--- src/rtl/col_to_row_buffer.sv ---
// Double-buffered NxN transpose: columns are written into one bank while the
// other bank is read out row by row. Two banks give full throughput when streaming.
module col_to_row_buffer #(
  parameter int W = 12,
  parameter int N = 8
) (
  input  logic                      clk,
  input  logic                      rst,
  input  logic                      in_valid,
  output logic                      in_ready,
  input  logic [N*W-1:0]            in_col,
  output logic                      out_valid,
  input  logic                      out_ready,
  output logic [N*W-1:0]            out_row,
  output logic                      out_last,
  output logic [2*$clog2(N)+3:0]    dbg_state
);

  localparam int AW = $clog2(N);
  localparam logic [AW-1:0] LAST = AW'(N - 1);

  // Valid/ready: a transfer happens on a rising clk edge where valid and ready
  // are both high. Neither valid nor ready depends combinationally on the
  // other side, and once out_valid rises, out_row holds until its transfer.

  logic [W-1:0]  mem [2][N][N];   // [bank][row][col]
  logic [1:0]    full;
  logic          wr_bank;
  logic          rd_bank;
  logic [AW-1:0] wr_col;
  logic [AW-1:0] rd_row;
  logic          wr_fire;
  logic          rd_fire;

  assign in_ready  = !full[wr_bank];
  assign out_valid = full[rd_bank];
  assign out_last  = out_valid && (rd_row == LAST);
  assign wr_fire   = in_valid && in_ready;
  assign rd_fire   = out_valid && out_ready;

  // Layout: {full[1], full[0], wr_bank, rd_bank, wr_col, rd_row}
  assign dbg_state = {full, wr_bank, rd_bank, wr_col, rd_row};

  // Storage carries no reset; the full flags alone decide what is meaningful.
  always_ff @(posedge clk) begin
    if (wr_fire) begin
      for (int i = 0; i < N; i++) begin
        mem[wr_bank][i][wr_col] <= in_col[i*W +: W];
      end
    end
  end

  always_comb begin
    out_row = '0;
    for (int j = 0; j < N; j++) begin
      out_row[j*W +: W] = mem[rd_bank][rd_row][j];
    end
  end

  // The write side only ever targets an empty bank and the read side a full
  // one, so a same-cycle set and clear always touch different flags.
  always_ff @(posedge clk or negedge rst) begin
    if (!rst) begin
      full    <= 2'b00;
      wr_bank <= 1'b0;
      rd_bank <= 1'b0;
      wr_col  <= '0;
      rd_row  <= '0;
    end else begin
      if (wr_fire) begin
        if (wr_col == LAST) begin
          full[wr_bank] <= 1'b1;
          wr_col        <= '0;
          wr_bank       <= !wr_bank;
        end else begin
          wr_col <= wr_col + 1'b1;
        end
      end
      if (rd_fire) begin
        if (rd_row == LAST) begin
          full[rd_bank] <= 1'b0;
          rd_row        <= '0;
          rd_bank       <= !rd_bank;
        end else begin
          rd_row <= rd_row + 1'b1;
        end
      end
    end
  end

endmodule

--- config.mk ---
export PLATFORM = sky130hd
export DESIGN_NAME = col_to_row_buffer
export DESIGN_NICKNAME = d
export VERILOG_FILES = /design/src/rtl/col_to_row_buffer.sv
export SDC_FILE = /design/constraint.sdc
export NUM_CORES = 1
export LEC_CHECK = 0
export BUFFER_PORTS_ARGS = -buffer_cell sky130_fd_sc_hd__buf_2
export CAP_MARGIN = 20
export CORE_MARGIN = 4
export CORE_UTILIZATION = 35
export DETAILED_ROUTE_END_ITERATION = 16
export GPL_TIMING_DRIVEN = 0
export PLACE_DENSITY = 0.5
export SLEW_MARGIN = 25
export SYNTH_ARGS = -nofsm -noshare
export SYNTH_HDL_FRONTEND = slang
export SYNTH_SLANG_ARGS = --single-unit
--- constraint.sdc ---
create_clock -name clk -period 36.4 [get_ports clk]
set_input_delay 1.82 -clock clk [delete_from_list [all_inputs] [get_ports clk]]
set_output_delay 1.82 -clock clk [all_outputs]
set_load 0.05 [all_outputs]
==> metrics.csv <==
stage;metric;value;unit
sta;tns;0;ps
finish;drive_gt1_share;35.7;%
worst_setup_path;worstSetupPathType;flip-flop to output port;
worst_setup_path;required;34580;ps
yosys;synth_edf_count;1536;
clock_network;insertion_delay;800;ps
sta;fmaxAchievable;158;MHz
clock_network;cts_tree;yes;
drt;firstDrtPassIters;6;
worst_setup_path;cp.arrival;4500;ps
floorplanning;start_util;35.1;%
yosys;syn-mean-instance-area;24.1;um^2
placement;dp_hpwl;122;mm
outcome;status;finished clean;
placement;place_inst;4961;
clock_network;post-cts-setup-buffer-count;0;
floorplanning;die_h;415;um
finish;area_growth;18.5;%
sta;finalSetupViolations;0;
sta;rsz0062_at_grt;no;
finish;fillerInstances;14387;
floorplanning;core_area;165000;um^2
sta;maxSlewViolCount;0;
clock_network;cts_resized;0;
finish;finalNonFillerCells;5257;
floorplanning;ioPinCount;209;
clock_network;htree_levels;4;
yosys;synthesis.nets;2512;
run;maxCapViolCount;0;
worst_setup_path;startpoint_type;flip-flop;
yosys;yosysSeqAreaShare;80.1;%
drt;drt_iter0_drc;3314;
yosys;syn_area;57900;um^2
power;max-vdd-ir-drop;0.0857;mV
yosys;ys.warnings.count;0;
clock_network;cts_hold_buf;0;
yosys;synth-seq-cells;1546;
floorplanning;dieArea;172000;um^2
floorplanning;fp-row-count;149;
finish;final_util;41.6;%
clock_network;cts_max_path_buffers;3;
clock_network;numCtsBuffers;164;
sta;fin_skew;30.7;ps
yosys;syn_inst;2408;
hold_path;hold_path.class;flip-flop to flip-flop;
worst_setup_path;end_kind;output port;
global_route;antenna_found_initial;8;
drt;wl_per_cell;34.1;um
floorplanning;chipWidth;415;um
drt;antenna_left;0;
sta;worst_pin_slew;1140;ps
clock_network;cts_num_sinks;1546;
drt;wl;179;mm
power;leakage;22.1;nW
placement;dpl_cell_area;63600;um^2
drt;num_vias;28729;
global_route;grt_max_degree;27;
finish;final_nets;3043;
power;powerDensity;86.8;nW/um^2
sta;period_share;17.4;%
yosys;synth.distinct_cells;27;
clock_network;root_buffer;clkbuf_16;
clock_network;clk_pin_slew_worst_paths;60;ps
global_route;grt_pass1_vias;30029;
sta;maxSlewHeadroom;23.7;%
yosys;async_flop_share;0.647;%
yosys;synth-main-ff-cell;edfxtp_1;
drt;drc;0;
drt;via_per_inst;5.46;
finish;final_cell_area;68600;um^2
sta;hold_viol_final;0;
global_route;grt.overflow.total;0;
global_route;grt_use_total;20.7;%
worst_setup_path;cp_max_fo;10;
placement;place.gp.congestion;0.796;
global_route;grt_pass1_wl;244;mm
placement;io_buffers;208;
sta;period_needed;6320;ps
==> synth_stat cells (4+ instances only) <==
library cell	n	area share [%]
nand2_1	101	0.65
ha_1	4	0.086
clkbuf_1	56	0.36
a22oi_1	192	2.5
mux4_2	384	15
buf_1	22	0.14
nor2b_1	4	0.043
mux2_2	4	0.078
buf_2	29	0.25
buf_6	23	0.45
dfrtp_1	10	0.43
nor2_1	13	0.084
edfxtp_1	1536	80
==> worst max-delay path, cell delays in order, from the launching register on <==
cell	delay [ps]
dfrtp_1	670
clkbuf_1	340
buf_2	660
mux4_2	600
a22oi_1	800
nand2_1	310
buf_2	320
==> routing by layer <==
metal | GRT usage, % | wire length (um) | vias to the layer above
met5 | 0 | 0 | -
met4 | 9.17 | 8930 | 0
met3 | 4.83 | 14000 | 311
met2 | 33.5 | 86200 | 1279
met1 | 26.7 | 70300 | 15628
li1 | - | - | 11511
==> cell families after synthesis <==
family / synth area share [%]
multiplexers: 15.1
adder cells (fa/ha/maj): 0.0864
AO/OA/AOI/OAI: 2.57
AND/OR/NAND/NOR: 0.950
buffers and inverters: 1.24
flip-flops: 80.1
==> final timing paths <==
check | start | endpoint | slack [ps] | cells past startpoint
worst min register to register | full[0] | wr_bank | 590 | 1
worst max-delay path | rd_bank | out_row[57] | 30080 | 6
min in group asynchronous | rst | rd_bank | 900 | 1
worst max register to register | wr_bank | mem[0][376] | 31500 | 16
worst min-delay path | full[0] | wr_bank | 590 | 1
max in group asynchronous | rst | wr_col[1] | 35290 | 1
==> layout by cell type (no fill, tap or decap), types with 7 or more instances in the layout <==
cell type / count
a22oi_1: 192
buf_12: 19
buf_16: 22
buf_2: 317
buf_4: 54
buf_6: 27
bufinv_16: 7
clkbuf_1: 59
clkbuf_16: 168
clkbuf_2: 42
clkinv_1: 40
clkinv_2: 21
dfrtp_1: 10
edfxtp_1: 1536
mux4_2: 384
nand2_1: 101
nor2_4: 9
==> sequential cells by signal, indices dropped and copies added, names as in the netlist <==
| name | flops |
|---|---|
| rd_bank | 1 |
| mem | 1536 |
| rd_row | 3 |
| wr_bank | 1 |
| full | 2 |
| wr_col | 3 |
==> per-stage QoR <==
step / hold slack [ps] / setup slack (ps) / total power, mW
CTS: 581 / 29900 / 6.03
floorplan: 777 / 23710 / 3.49
detailed placement: 574 / 30490 / 4.47
global route: 618 / 30060 / 6.16
global placement: 568 / 16420 / 4.44
finish: 589 / 30080 / 5.95
==> power by group <==
group	switching [mW]	total (mW)	internal, mW
clock network	0.674	1.57	0.895
logic	1.60	2.25	0.652
registers	0.0368	2.13	2.10
total	2.31	5.95	3.64
==> cell type report <==
class / instances / area (um^2) / area share, %
timing repair buffer: 365 / 2770 / 4.04
tap: 2189 / 2740 / 3.99
clock inverter: 81 / 627 / 0.914
antenna: 1 / 2.50 / 0.00365
clock buffer: 213 / 4370 / 6.37
sequential: 1546 / 46400 / 67.6
multi-input combinational: 729 / 10900 / 15.9
buffer: 133 / 797 / 1.16
Power figures use the tool's default switching activity.
